`config.mk`:
```
export PLATFORM = sky130hd
export DESIGN_NAME = bus_fill_ctrl
export DESIGN_NICKNAME = d
export VERILOG_FILES = /design/src/rtl/bus_fill_ctrl.sv
export SDC_FILE = /design/constraint.sdc
export NUM_CORES = 1
export LEC_CHECK = 0
export ABC_CLOCK_PERIOD_IN_PS = 2300
export CAP_MARGIN = 5
export CELL_PAD_IN_SITES_DETAIL_PLACEMENT = 0
export CELL_PAD_IN_SITES_GLOBAL_PLACEMENT = 1
export CORE_ASPECT_RATIO = 2
export CORE_MARGIN = 10
export CORE_UTILIZATION = 41
export CTS_CLUSTER_DIAMETER = 80
export CTS_CLUSTER_SIZE = 20
export DETAILED_ROUTE_END_ITERATION = 6
export GPL_TIMING_DRIVEN = 0
export PLACE_DENSITY_LB_ADDON = 0.1
export SYNTH_ARGS = -nofsm -noshare
export SYNTH_HDL_FRONTEND = slang
export SYNTH_SLANG_ARGS = --single-unit
```
`constraint.sdc`:
```
create_clock -name clk -period 2.3 [get_ports clk]
set_input_delay 0.23 -clock clk [delete_from_list [all_inputs] [get_ports clk]]
set_output_delay 0.23 -clock clk [all_outputs]
set_load 0.02 [all_outputs]
```
`src/rtl/bus_fill_ctrl.sv`:
```
// bus_fill_ctrl: host-sequenced lane pattern generator (fill / walking-one / clear)
// with start/done handshake and programmable step rate.
`default_nettype none

module bus_fill_ctrl #(
  parameter int WIDTH = 10,
  parameter int DIV_W = 8
) (
  input  logic             clk,
  input  logic             rst_n,
  input  logic             i_start,
  input  logic [1:0]       i_mode,
  input  logic [DIV_W-1:0] i_div,
  input  logic             i_abort,
  output logic [WIDTH-1:0] o_bus_out,
  output logic [3:0]       o_idx,
  output logic             o_busy,
  output logic             o_done,
  output logic             o_err
);

  localparam logic [1:0] C_MODE_FILL  = 2'b00;
  localparam logic [1:0] C_MODE_WALK  = 2'b01;
  localparam logic [1:0] C_MODE_CLEAR = 2'b10;
  localparam logic [1:0] C_MODE_ILL   = 2'b11;
  localparam logic [3:0] C_IDX_LAST   = 4'(WIDTH - 1);

  typedef enum logic [1:0] {
    S_IDLE = 2'b00,
    S_RUN  = 2'b01,
    S_FIN  = 2'b10
  } state_t;

  state_t           r_state;
  logic [WIDTH-1:0] r_bus;
  logic [3:0]       r_idx;
  logic [DIV_W-1:0] r_cnt;
  logic [1:0]       r_mode;
  logic [DIV_W-1:0] r_div;
  logic             r_busy;
  logic             r_done;
  logic             r_err;

  state_t           w_state_nxt;
  logic [WIDTH-1:0] w_bus_nxt;
  logic [3:0]       w_idx_nxt;
  logic [DIV_W-1:0] w_cnt_nxt;
  logic [1:0]       w_mode_nxt;
  logic [DIV_W-1:0] w_div_nxt;
  logic             w_done_nxt;
  logic             w_err_nxt;
  logic [WIDTH-1:0] w_onehot;

  assign w_onehot = {{(WIDTH-1){1'b0}}, 1'b1} << r_idx;

  always_ff @(posedge clk or negedge rst_n) begin
    if (!rst_n) begin
      r_state <= S_IDLE;
      r_bus   <= '0;
      r_idx   <= '0;
      r_cnt   <= '0;
      r_mode  <= C_MODE_FILL;
      r_div   <= '0;
      r_busy  <= 1'b0;
      r_done  <= 1'b0;
      r_err   <= 1'b0;
    end else begin
      r_state <= w_state_nxt;
      r_bus   <= w_bus_nxt;
      r_idx   <= w_idx_nxt;
      r_cnt   <= w_cnt_nxt;
      r_mode  <= w_mode_nxt;
      r_div   <= w_div_nxt;
      r_busy  <= (w_state_nxt != S_IDLE);
      r_done  <= w_done_nxt;
      r_err   <= w_err_nxt;
    end
  end

  always_comb begin
    w_state_nxt = r_state;
    w_bus_nxt   = r_bus;
    w_idx_nxt   = r_idx;
    w_cnt_nxt   = r_cnt;
    w_mode_nxt  = r_mode;
    w_div_nxt   = r_div;
    w_done_nxt  = 1'b0;
    w_err_nxt   = 1'b0;

    unique case (r_state)
      S_IDLE: begin
        // ABORT masks START entirely, including the illegal-mode error.
        if (i_start && !i_abort) begin
          if (i_mode == C_MODE_ILL) begin
            w_err_nxt = 1'b1;
          end else begin
            w_state_nxt = S_RUN;
            w_mode_nxt  = i_mode;
            w_div_nxt   = i_div;
            w_idx_nxt   = '0;
            w_cnt_nxt   = '0;
            w_bus_nxt   = (i_mode == C_MODE_CLEAR) ? {WIDTH{1'b1}} : '0;
          end
        end
      end

      S_RUN: begin
        if (i_abort) begin
          w_state_nxt = S_IDLE;
          w_bus_nxt   = '0;
          w_idx_nxt   = '0;
          w_cnt_nxt   = '0;
        end else if (r_cnt == r_div) begin
          w_cnt_nxt = '0;
          unique case (r_mode)
            C_MODE_FILL:  w_bus_nxt = r_bus | w_onehot;
            C_MODE_WALK:  w_bus_nxt = w_onehot;
            C_MODE_CLEAR: w_bus_nxt = r_bus & ~w_onehot;
            default:      w_bus_nxt = r_bus;
          endcase
          // DONE is registered on FIN entry so it is high exactly during FIN.
          if (r_idx == C_IDX_LAST) begin
            w_idx_nxt   = '0;
            w_state_nxt = S_FIN;
            w_done_nxt  = 1'b1;
          end else begin
            w_idx_nxt = r_idx + 4'd1;
          end
        end else begin
          w_cnt_nxt = r_cnt + DIV_W'(1);
        end
      end

      S_FIN: begin
        w_state_nxt = S_IDLE;
      end

      default: begin
        w_state_nxt = S_IDLE;
      end
    endcase
  end

  assign o_bus_out = r_bus;
  assign o_idx     = r_idx;
  assign o_busy    = r_busy;
  assign o_done    = r_done;
  assign o_err     = r_err;

endmodule

`default_nettype wire
```
==> run metrics <==
Synth Net Count roughly 230; Avg Cell Area, Syn 9.81 sq um; Reg clk slew, reported paths 0.07 ns; total power divided by cell area about 770 nW/um^2; initial antenna violation count 0; first-pass GRT wire length 8660 microns; outcome finished clean; final hold violations 0; CTS buffer count 5; dominant cells by area after synthesis dfrtp_1 (46%), mux2_2 (4.5%), o22a_1 (4.3%), nor2_1 (3.9%), ha_1 (3.7%); grt total ovfl 0; Fill cells between 400 and 500; post-DR vias/cell 5.65; Worst Path Required 2.53 ns; Avg WL per Cell roughly 17 microns; Seq cells post-synth 37; detailed placement HPWL a little under 4000 microns; min setup slack post-route 0.293 ns; CTS sink count 37; TNS Setup 0 ns; pre-CTS WS approximately 0.12 ns; WL final 5150 microns; biggest area consumer among synthesized cells dfrtp_1; Clk Latency, worst-skew pair between 0.2 and 0.3 ns; Total GRT Usage 12.6%; I/O pins 31; final routed DRC violation total 0; multi-input logic area 1030 sq um; Post-synth EDFFs 0; MaxCap Viol Count 0; ys flop type dfrtp_1; cells along the critical path buf_2 -> xnor2_2 -> nand4_1 -> or2_1 -> o31ai_4 -> o22a_1; top cell type's share of synthesized area 45.8%; layout cells sized above 1 10.2%; crit start category flip-flop; critical path capture point type flip-flop; via count of the first global-routing pass 1852; Routed Antenna Nets 0; Net Switching 0.651 mW; hold_buf cts 0; Worst Hold Class input port to asynchronous set/reset pin; leakage power 1.01 nW; YS warnings 0; most common cell after layout, fill and taps aside dfrtp_1; ys async rst share 100%; internal power between 1 and 1.5 mW; delay-heaviest family, CP compound AO/OA/AOI/OAI gates; CP max stage cell o31ai_4; CP max stage delay around 0.53 ns; H-tree levels 2; Synth Cell Area 2020 sq um; Clk pwr share 23.3%; register cell area after layout 926 sq um; Max Fanout on Critical Path 10; worst path bufs/invs 1; fin crit share between 80% and 90%; CTS tree yes; Root Buffer clkbuf_8; Syn Inst Count ~210; Die Span Y 119 microns; Core ar. about 4800 sq um; DIE AREA 8310 sq um; Comb pwr share approximately a third; commonest non-fill, non-tap cells in the layout dfrtp_1 (37), clkdlybuf4s50_1 (29), nor2_1 (21); port bufs 30; Sequential Power Share 44.5%; Slew Limit Fails 0; min cycle time layout 2.01 ns; unrepaired setup endpoints after global routing no; slew margin rel. 42.3%; row count 36; Ant. Diodes 0; VDD IR-drop max 0.000615 V; post-synthesis sequential area ratio ~46%; Critical Path AT 2.23 ns; Final Net Count 263; Area Growth Syn to Fin 22.5%; die width 69.6 microns; FMAX about 0.50 GHz; routability cong. approximately 0.85; Starting Density a little over two fifths; Sw Share 34.1%; Fin Clk Skew 0.00710 ns; Least-Margin Pin Slew 0.865 ns; DRT iter0 DRCs 82; synth unique cells 42; via count 1700; Setup CP Type flip-flop to flip-flop; DR pass1 iterations 4; setup bufs post-CTS 0; clock buffer depth 2; # setup viols final 0; pin count of the biggest net entering global routing 38
## what timing repair did
item,in CTS,in global routing
gates resized for setup,0,1
setup endpoints to repair,0,2
hold endpoints to repair,0,0
## kinds of logic (layout without fill, tap and decap cells)
| logic type | after synthesis | after routing | synth area share (%) |
|---|---|---|---|
| simple gates | 79 | 79 | 19.6 |
| buf+inv | 17 | 55 | 3.34 |
| fa+ha+maj | 6 | 6 | 3.72 |
| compound gates | 50 | 50 | 18.8 |
| flops | 37 | 37 | 45.8 |
| mux | 8 | 8 | 4.46 |
| xor+xnor | 9 | 9 | 4.27 |
## registers in the layout (all words and copies together) (netlist names)
| signal | flops |
|---|---|
| r_state | 2 |
| r_mode | 2 |
| o_bus_out | 10 |
| o_err | 1 |
| o_done | 1 |
| o_busy | 1 |
| r_cnt | 8 |
| o_idx | 4 |
| r_div | 8 |
## worst paths after layout
kind	slack (ns)	endpoint	start	depth (start not counted)
max in group asynchronous	1.70	o_bus_out[2]	rst_n	1
min reg2reg	0.53	r_div[6]	r_div[6]	1
min in group clk	0.53	r_div[6]	r_div[6]	1
max	0.29	o_bus_out[2]	r_cnt[4]	6
max reg2reg	0.29	o_bus_out[2]	r_cnt[4]	6
min	0.05	r_mode[0]	rst_n	1
## Yosys cell counts (7+ instances only)
cell type	count
a21oi_1	8
dfrtp_1	37
inv_1	7
mux2_2	8
nand2_1	16
nand3_1	12
nand4_1	7
nor2_1	21
o21ai_0	7
o22a_1	10
xnor2_1	7
## metal layers
metal / wire length, microns / global-route usage, % / up-vias
met3: 246 / 2.91 / 16
li1: - / - / 818
met5: 0 / 0 / -
met1: 1800 / 11.4 / 821
met2: 2910 / 24.7 / 45
met4: 195 / 6.58 / 0
## power groups by stage
stage          clock [mW]  combinational (mW)  sequential [mW]
2_1_floorplan           0               0.312            0.915
3_3_place_gp            0               0.607            0.855
3_5_place_dp            0               0.620            0.864
4_1_cts             0.462               0.622            0.850
5_1_grt             0.480               0.680            0.866
6_report            0.445               0.616            0.850
## cell type report
type | instances | share of cell area, %
well taps | 57 | 2.88
multi-input cells | 152 | 41.7
plain buffers | 9 | 1.52
repair buffers | 30 | 11.9
clock inverters | 2 | 0.404
clock buffers | 6 | 2.93
inverters | 8 | 1.21
flip-flops and latches | 37 | 37.4
## per-stage QoR
| step | hold WS (ns) | cell area, sq um | total power, mW | util [%] | instances |
|---|---|---|---|---|---|
| after detailed placement | 0.391 | 2390 | 1.48 | 49.5 | 293 |
| after global placement | 0.511 | 2390 | 1.46 | 49.6 | 293 |
| final | 0.0492 | 2470 | 1.91 | 51.3 | 301 |
| after global routing | 0.0939 | 2470 | 2.03 | 51.3 | 301 |
| after CTS | 0.0734 | 2470 | 1.93 | 51.2 | 301 |
| after floorplan | -0.0656 | 2020 | 1.23 | - | 206 |
(Power assumes the default switching activity.)
